**src/rtl/priority_encoder_4to2_pkg.sv**
```systemverilog
// Shared FSM state encodings, overrun counter width and the priority encode helper
// for priority_encoder_4to2.
package priority_encoder_4to2_pkg;

   typedef enum logic [1:0] {
      StIdle    = 2'd0,
      StPresent = 2'd1,
      StAcked   = 2'd2
   } state_e;

   localparam int unsigned OvrCntWidth = 8;

   // Highest set line wins; all-zero lines encode to 0.
   function automatic logic [1:0] encode_prio(input logic [3:0] lines);
      if (lines[3]) return 2'd3;
      if (lines[2]) return 2'd2;
      if (lines[1]) return 2'd1;
      return 2'd0;
   endfunction

endpackage

```
**src/rtl/debounce_sync.sv**
```systemverilog
// Two-flop synchronizer followed by a consecutive-sample debouncer for one request line.
module debounce_sync #(
   parameter int unsigned DebounceCycles = 4
) (
   input  logic clk_i,
   input  logic rst_i,
   input  logic d_i,
   output logic db_o
);

   logic       sync1_q, sync2_q;
   logic       db_q, db_d;
   logic [7:0] cnt_q, cnt_d;

   always_ff @(posedge clk_i) begin
      if (rst_i) begin
         sync1_q <= 1'b0;
         sync2_q <= 1'b0;
         cnt_q   <= '0;
         db_q    <= 1'b0;
      end else begin
         sync1_q <= d_i;
         sync2_q <= sync1_q;
         cnt_q   <= cnt_d;
         db_q    <= db_d;
      end
   end

   // Counts samples that disagree with the accepted level; an agreeing sample restarts.
   always_comb begin
      db_d  = db_q;
      cnt_d = '0;
      if (sync2_q != db_q) begin
         if (cnt_q == 8'(DebounceCycles - 1)) begin
            db_d = sync2_q;
         end else begin
            cnt_d = cnt_q + 8'd1;
         end
      end
   end

   assign db_o = db_q;

endmodule

```
**src/rtl/priority_encoder_4to2.sv**
```systemverilog
// Debounced 4-line priority encoder with a valid/ready event handshake and a
// one-entry pending slot; OVERRUN_CNT_EN adds a saturating overrun counter output.
module priority_encoder_4to2
   import priority_encoder_4to2_pkg::*;
#(
   parameter int unsigned DEBOUNCE_CYCLES = 4
) (
   input  logic                   Clk,
   input  logic                   Rst,
   input  logic [3:0]             D,
   input  logic                   Ready,
   output logic [1:0]             I,
   output logic                   Valid,
   output logic                   Any
`ifdef OVERRUN_CNT_EN
   ,
   output logic [OvrCntWidth-1:0] Ovr_count
`endif
);

   logic [3:0] db;
   logic [1:0] code, ref_code;
   logic       db_any;
   state_e     state_q, state_d;
   logic [1:0] i_q, i_d, last_q, last_d, pend_code_q, pend_code_d;
   logic       pend_q, pend_d, any_q;

   for (genvar g = 0; g < 4; g++) begin : g_line
      debounce_sync #(
         .DebounceCycles(DEBOUNCE_CYCLES)
      ) u_debounce_sync (
         .clk_i(Clk),
         .rst_i(Rst),
         .d_i  (D[g]),
         .db_o (db[g])
      );
   end

   assign code     = encode_prio(db);
   assign db_any   = |db;
   assign ref_code = pend_q ? pend_code_q : i_q;

   always_ff @(posedge Clk) begin
      if (Rst) begin
         state_q     <= StIdle;
         i_q         <= 2'd0;
         last_q      <= 2'd0;
         pend_q      <= 1'b0;
         pend_code_q <= 2'd0;
         any_q       <= 1'b0;
      end else begin
         state_q     <= state_d;
         i_q         <= i_d;
         last_q      <= last_d;
         pend_q      <= pend_d;
         pend_code_q <= pend_code_d;
         any_q       <= db_any;
      end
   end

   always_comb begin
      state_d     = state_q;
      i_d         = i_q;
      last_d      = last_q;
      pend_d      = pend_q;
      pend_code_d = pend_code_q;
      unique case (state_q)
         StIdle: begin
            if (db_any) begin
               i_d     = code;
               state_d = StPresent;
            end
         end
         StPresent: begin
            if (Ready) begin
               last_d = i_q;
               pend_d = 1'b0;
               // A pending code matching what just went out carries no new information.
               if (pend_q && (pend_code_q != i_q)) begin
                  i_d = pend_code_q;
               end else begin
                  state_d = StAcked;
               end
            end else if (!db_any) begin
               pend_d = 1'b0;
            end else if (code != ref_code) begin
               pend_d      = 1'b1;
               pend_code_d = code;
            end
         end
         StAcked: begin
            if (!db_any) begin
               state_d = StIdle;
            end else if (code != last_q) begin
               i_d     = code;
               state_d = StPresent;
            end
         end
         default: state_d = StIdle;
      endcase
   end

   assign I     = i_q;
   assign Valid = (state_q == StPresent);
   assign Any   = any_q;

`ifdef OVERRUN_CNT_EN
   logic                   ovr_evt;
   logic [OvrCntWidth-1:0] ovr_cnt_q;

   assign ovr_evt = (state_q == StPresent) && !Ready && db_any && (code != ref_code);

   always_ff @(posedge Clk) begin
      if (Rst) begin
         ovr_cnt_q <= '0;
      end else if (ovr_evt && (ovr_cnt_q != {OvrCntWidth{1'b1}})) begin
         ovr_cnt_q <= ovr_cnt_q + 1'b1;
      end
   end

   assign Ovr_count = ovr_cnt_q;
`endif

endmodule
```
**config.mk**
```make
export PLATFORM = sky130hd
export DESIGN_NAME = priority_encoder_4to2
export DESIGN_NICKNAME = d
export VERILOG_FILES = /design/src/rtl/priority_encoder_4to2_pkg.sv /design/src/rtl/debounce_sync.sv /design/src/rtl/priority_encoder_4to2.sv
export SDC_FILE = /design/constraint.sdc
export NUM_CORES = 1
export LEC_CHECK = 0
export CAP_MARGIN = 0
export CORE_UTILIZATION = 59
export CTS_CLUSTER_DIAMETER = 100
export CTS_CLUSTER_SIZE = 10
export DETAILED_ROUTE_END_ITERATION = 7
export PLACE_DENSITY = 0.82
export SYNTH_ARGS = -nofsm -noshare
export SYNTH_HDL_FRONTEND = slang
export SYNTH_HIERARCHICAL = 1
export SYNTH_SLANG_ARGS = --single-unit
```
**constraint.sdc**
```tcl
create_clock -name Clk -period 2.1 [get_ports Clk]
set_clock_uncertainty 0.2 [all_clocks]
set_input_delay 0.525 -clock Clk [delete_from_list [all_inputs] [get_ports Clk]]
set_output_delay 0.525 -clock Clk [all_outputs]
set_load 0.01 [all_outputs]
```
==> flow_summary.ini, run 1 <==
[sta]
min_period_ns = 2.04
fin_setup_tns_ns = 0
post-route-worst-setup-slack_ns = 0.0626
rsz0062_at_grt = false
setup_viol = 0
hold_violations = 0
max_slew_margin = 0.634
clock.fmax_ghz = 0.491
tightest_slew_ns = 0.545
period_share = 0.970
finalMaxSlewViolations = 0

[logic_synthesis]
syn_area_um2 = 2370
synth_top_area_share = 0.456
netlist_instances = 257
syn-num-nets = 268
ys_ff_latch = 54
postSynthAreaPerCell_um2 = 9.22
ys_warn_count = 6
netlist_top_cells_area = dfxtp_1, or3_1, xor2_1
ys_types = 41
synth_seq_area_share = 0.456
synth_top_area_cell = dfxtp_1

[route]
initialDrtViolationCount = 106
wl_per_cell_um = 11.8
drt-total-wl_mm = 3.87
first_pass_iters = 4
drc = 0
vias = 1802
ant_nets = 0
via_per_inst = 5.49

[grt]
grt_pass1_wl_mm = 6.80
grt_pass1_vias = 1612
grt_max_degree = 27
antenna_found_initial = 0
gr-total-overflow = 0
grt_usage = 0.208

[worst_setup_path]
max_stage_delay_ns = 0.57
arrival_ns = 1.31
start_kind = flip-flop
cp_max_fo = 5
worst-endpoint-required_ns = 1.37
worstSetupPathType = reg -> out
crit_buf_inv = 1
crit_slowest_cell = clkdlybuf4s50_1
critPathCaptureType = output pin
crit_chain = clkdlybuf4s50_1
cpLargestDelayFamily = buffers and inverters

[placement]
pre_cts_ws_ns = 0.107
placed_area_um2 = 2580
dpl.cell_count = 320
gp_congestion = 0.806
port_buffers = 10
hpwl_mm = 2.78

[power]
ir_drop_v = 0.000521
p_int_w = 0.00141
p_sw_frac = 0.199
p_clk_frac = 0.384
p_sw_w = 0.000350
seq_power_share = 0.590
p_per_area_nw_per_um2 = 652
leakage_nw = 0.956
comb_power_share = 0.026

[layout]
drive_gt1_frac = 0.118
final_common_cell = dfxtp_1
final_cell_area_um2 = 2700
final_cell_mix = dfxtp_1, nor2_1, or3_1
antenna_cells = 0
final_nets = 290
num-fill-cells = 298
syn_to_final_growth_pct = 13.9
final_cells = 328

[clocking]
cts_hold_buf = 0
cts_sinks = 54
root_buffer = clkbuf_8
cts_buffers = 5
clk_pin_slew_worst_paths_ns = 0.09
cts_htree_levels = 2
clk_path_buf_depth = 2
clk_latency_ns = 0.30
tritoncts = done

[floorplan]
dieArea_um2 = 4270
io_pins = 11
coreArea_um2 = 3740
die_x_um = 65.4
fp.dieH_um = 65.4
initial_core_util = 0.633
num_rows = 22

[worst_hold_path]
hp-class = reg -> reg

[flow_run]
drv_cap = 0

[status]
status = finished, final reports clean
## synth_stat cells (all sizes together)
library cell,instances
nor3,2
xnor2,7
nand2b,1
mux2i,4
o221a,1
o31a,1
o21ai,20
or4b,4
o31ai,1
o211ai,4
a211o,1
or2,1
a22oi,1
o21a,1
a211oi,1
a311oi,2
nand2,7
nand3,16
o41ai,1
nand4,4
ha,4
nor2,28
a31oi,2
or3,22
inv,20
dfxtp,54
buf,1
o311ai,1
a21oi,20
nor4bb,2
nor2b,9
xor2,13
a21boi,1
## timing repair
item	in CTS	in global routing
setup buffers	0	0
setup endpoints to repair	1	1
resized for setup	2	1
## power groups by stage
stage	sequential (W)	clock, W	combinational, W
after floorplan	0.00106	0	0.0000202
after global placement	0.00106	0	0.0000456
after detailed placement	0.00106	0	0.0000465
after CTS	0.00104	0.000707	0.0000468
after global routing	0.00104	0.000747	0.0000514
final	0.00104	0.000676	0.0000462
## layer usage
metal	vias to the layer above	global-route usage	wire length (um)
li1	950	-	-
met1	829	0.263	1920
met2	17	0.331	1790
met3	6	0.0573	97
met4	0	0.0897	67
met5	-	0	0
## stage by stage
step,util,power [W],hold WS [ns]
4_1_cts,0.720,0.00179,0.243
3_3_place_gp,0.690,0.00111,0.216
2_1_floorplan,-,0.00108,0.214
3_5_place_dp,0.690,0.00111,0.221
5_1_grt,0.721,0.00184,0.261
6_report,0.721,0.00176,0.240
## final cells by class
class / instances / area [um2] / area share
inverter: 20 / 75.1 / 0.0278
clock inverter: 3 / 45.0 / 0.0167
multi-input combinational: 182 / 1210 / 0.448
tap: 48 / 60.1 / 0.0223
timing repair buffer: 16 / 156 / 0.0580
sequential: 54 / 1080 / 0.402
clock buffer: 5 / 68.8 / 0.0255
## logic make-up after synthesis
logic type,after synthesis,synth area share
compound gates,58,0.163
xor+xnor,20,0.0771
fa+ha+maj,4,0.0211
buf+inv,21,0.0333
flops,54,0.456
mux,4,0.0169
simple gates,96,0.232
## final timing paths
kind	cells after the start	end	start	slack [ns]
worst max-delay path	1	I[0]	I[0]$_SDFFE_PP0P_	0.06
worst min-delay path	1	g_line[2].u_debounce_sync/sync2_q$_SDFF_PP0_	g_line[2].u_debounce_sync/sync1_q$_SDFF_PP0_	0.24
worst min register to register	1	g_line[2].u_debounce_sync/sync2_q$_SDFF_PP0_	g_line[2].u_debounce_sync/sync1_q$_SDFF_PP0_	0.24
worst max register to register	4	g_line[3].u_debounce_sync/db_o$_SDFFE_PP0P_	g_line[3].u_debounce_sync/cnt_q[0]$_SDFF_PP0_	0.17
## state kept, by name, summed over array words and instances (netlist names), 2 cells and up
signal,count
I,2
g_line.u_debounce_sync/cnt_q,32
g_line.u_debounce_sync/db_o,4
g_line.u_debounce_sync/sync1_q,4
g_line.u_debounce_sync/sync2_q,4
last_q,2
pend_code_q,2
state_q,2
Power figures use the tool's default switching activity.
==> inputs of run 2 (changes only) <==
Settings changed: CORE_UTILIZATION 59 to 53, GPL_ROUTABILITY_DRIVEN set to 0, PLACE_DENSITY 0.82 to 0.78.
Clock period 2.1 ns to 1.7 ns, I/O delays scaled along.
==> run 2 against run 1 <==
The run now ends with negative setup slack left. Cell count is 11% higher. Critical path depth is 3 higher. Register-to-register slack worse by 0.23 ns. Setup slack worse by 0.12 ns. Critical path type is now reg -> reg. Largest power group unchanged.
==> flow_summary.ini, run 2 (synthesized netlist as in run 1, its figures left out) <==
[sta]
finalMaxSlewViolations = 0
min_period_ns = 1.76
hold_violations = 0
setup_viol = 10
rsz0062_at_grt = true
tightest_slew_ns = 0.556
period_share = 1.04
post-route-worst-setup-slack_ns = -0.0602
max_slew_margin = 0.626
clock.fmax_ghz = 0.568

[floorplan]
die_x_um = 68.9
fp.dieH_um = 68.9
coreArea_um2 = 4140
initial_core_util = 0.572
io_pins = 11
dieArea_um2 = 4740
num_rows = 23

[clocking]
tritoncts = done
clk_path_buf_depth = 2
root_buffer = clkbuf_8
clk_pin_slew_worst_paths_ns = 0.09
cts_htree_levels = 2
cts_sinks = 54
clk_latency_ns = 0.31
cts_buffers = 5

[placement]
port_buffers = 10
hpwl_mm = 3.26
pre_cts_ws_ns = -0.205

[route]
initialDrtViolationCount = 76
vias = 1996
first_pass_iters = 4
drc = 0
drt-total-wl_mm = 4.69
ant_nets = 0
via_per_inst = 5.48
wl_per_cell_um = 12.9

[worst_hold_path]
hp-class = reg -> reg

[worst_setup_path]
crit_buf_inv = 0
start_kind = flip-flop
cp_max_fo = 3
critPathCaptureType = flip-flop
worst-endpoint-required_ns = 1.74
crit_slowest_cell = or4b_4
max_stage_delay_ns = 0.49
crit_chain = ha_4 -> or4b_4 -> or3_1 -> a21oi_1
worstSetupPathType = reg -> reg
arrival_ns = 1.80
cpLargestDelayFamily = simple AND/OR/NAND/NOR gates

[layout]
drive_gt1_frac = 0.296
num-fill-cells = 321
final_cell_mix = dfxtp_1, buf_4, nor2_1
antenna_cells = 0
final_common_cell = dfxtp_1
postLayoutCoreUtil = 0.746
register_area_um2 = 1100
final_nets = 324
multiInputGateArea_um2 = 1340
largest_register_ffs = 32
largest-register = g_line.u_debounce_sync/cnt_q
syn_to_final_growth_pct = 30.5

[power]
p_per_area_nw_per_um2 = 707
leakage_nw = 1.15
ir_drop_v = 0.000559
p_clk_frac = 0.379
p_sw_w = 0.000430
p_sw_frac = 0.196
comb_power_share = 0.035
p_int_w = 0.00176
seq_power_share = 0.586
total_power_w = 0.00219

[status]
violations = negative setup slack
status = complete, but fails checks

[grt]
grt_max_degree = 18
grt_pass1_wl_mm = 7.69
grt_usage = 0.220
grt_pass1_vias = 1897
antenna_found_initial = 0
gr-total-overflow = 0

[flow_run]
drv_cap = 0
==> run 2: power by group through the flow <==
| stage | Combinational, W | Clock [W] | Sequential (W) |
|---|---|---|---|
| final | 0.0000762 | 0.000828 | 0.00128 |
| after global routing | 0.0000844 | 0.000904 | 0.00128 |
| after CTS | 0.0000742 | 0.000853 | 0.00128 |
| after detailed placement | 0.0000704 | 0 | 0.00131 |
| after global placement | 0.0000688 | 0 | 0.00131 |
| after floorplan | 0.0000255 | 0 | 0.00131 |
==> run 2: through the flow <==
| stage | cells | hold slack, ns | area (um2) | TNS, ns |
|---|---|---|---|---|
| floorplan | 257 | 0.214 | 2440 | 0 |
| global placement | 356 | 0.217 | 2910 | -0.789 |
| detailed placement | 356 | 0.226 | 2910 | -1.68 |
| CTS | 364 | 0.248 | 3040 | -0.115 |
| global route | 364 | 0.268 | 3090 | -1.81 |
| finish | 364 | 0.250 | 3090 | -0.197 |
==> run 2: layer usage <==
layer | up-vias | GRT usage | share of wire
met5 | - | 0 | 0
li1 | 1015 | - | -
met1 | 937 | 0.251 | 0.46
met4 | 0 | 0.0893 | 0.013
met2 | 38 | 0.386 | 0.49
met3 | 6 | 0.0592 | 0.037
==> run 2: worst register-to-register path: cells and delay by family (launching register included) <==
family          cells  cell delay [ns]
compound gates      1             0.13
flops               1             0.37
fa+ha+maj           1             0.14
simple gates        2             0.87
==> run 2: final timing paths <==
kind / from / endpoint / slack, ns / cells past startpoint
worst max-delay path: g_line[0].u_debounce_sync/cnt_q[1]$_SDFF_PP0_ / g_line[0].u_debounce_sync/db_o$_SDFFE_PP0P_ / -0.06 / 4
worst min-delay path: g_line[2].u_debounce_sync/sync1_q$_SDFF_PP0_ / g_line[2].u_debounce_sync/sync2_q$_SDFF_PP0_ / 0.25 / 1
worst min register to register: g_line[2].u_debounce_sync/sync1_q$_SDFF_PP0_ / g_line[2].u_debounce_sync/sync2_q$_SDFF_PP0_ / 0.25 / 1
worst max register to register: g_line[0].u_debounce_sync/cnt_q[1]$_SDFF_PP0_ / g_line[0].u_debounce_sync/db_o$_SDFFE_PP0P_ / -0.06 / 4
==> run 2: area by class of cell <==
type | count | area share
repair buffers | 50 | 0.132
well taps | 50 | 0.0202
clock buffers | 7 | 0.0247
multi-input cells | 182 | 0.434
flip-flops and latches | 54 | 0.355
clock inverters | 1 | 0.00972
inverters | 20 | 0.0243
==> run 2: what timing repair did <==
action | 4_1_cts | 5_1_grt
pin swaps | 2 | 12
hold buffers | 0 | 0
gates resized for setup | 12 | 15
setup buffers | 0 | 0
setup endpoints to repair | 34 | 40
hold endpoints to repair | 0 | 0
==> inputs of run 3 (changes only) <==
Settings changed: CTS_CLUSTER_SIZE 10 to 25.
==> results of run 3 <==
Final layout, timing and power as in run 2 (identical DEF).
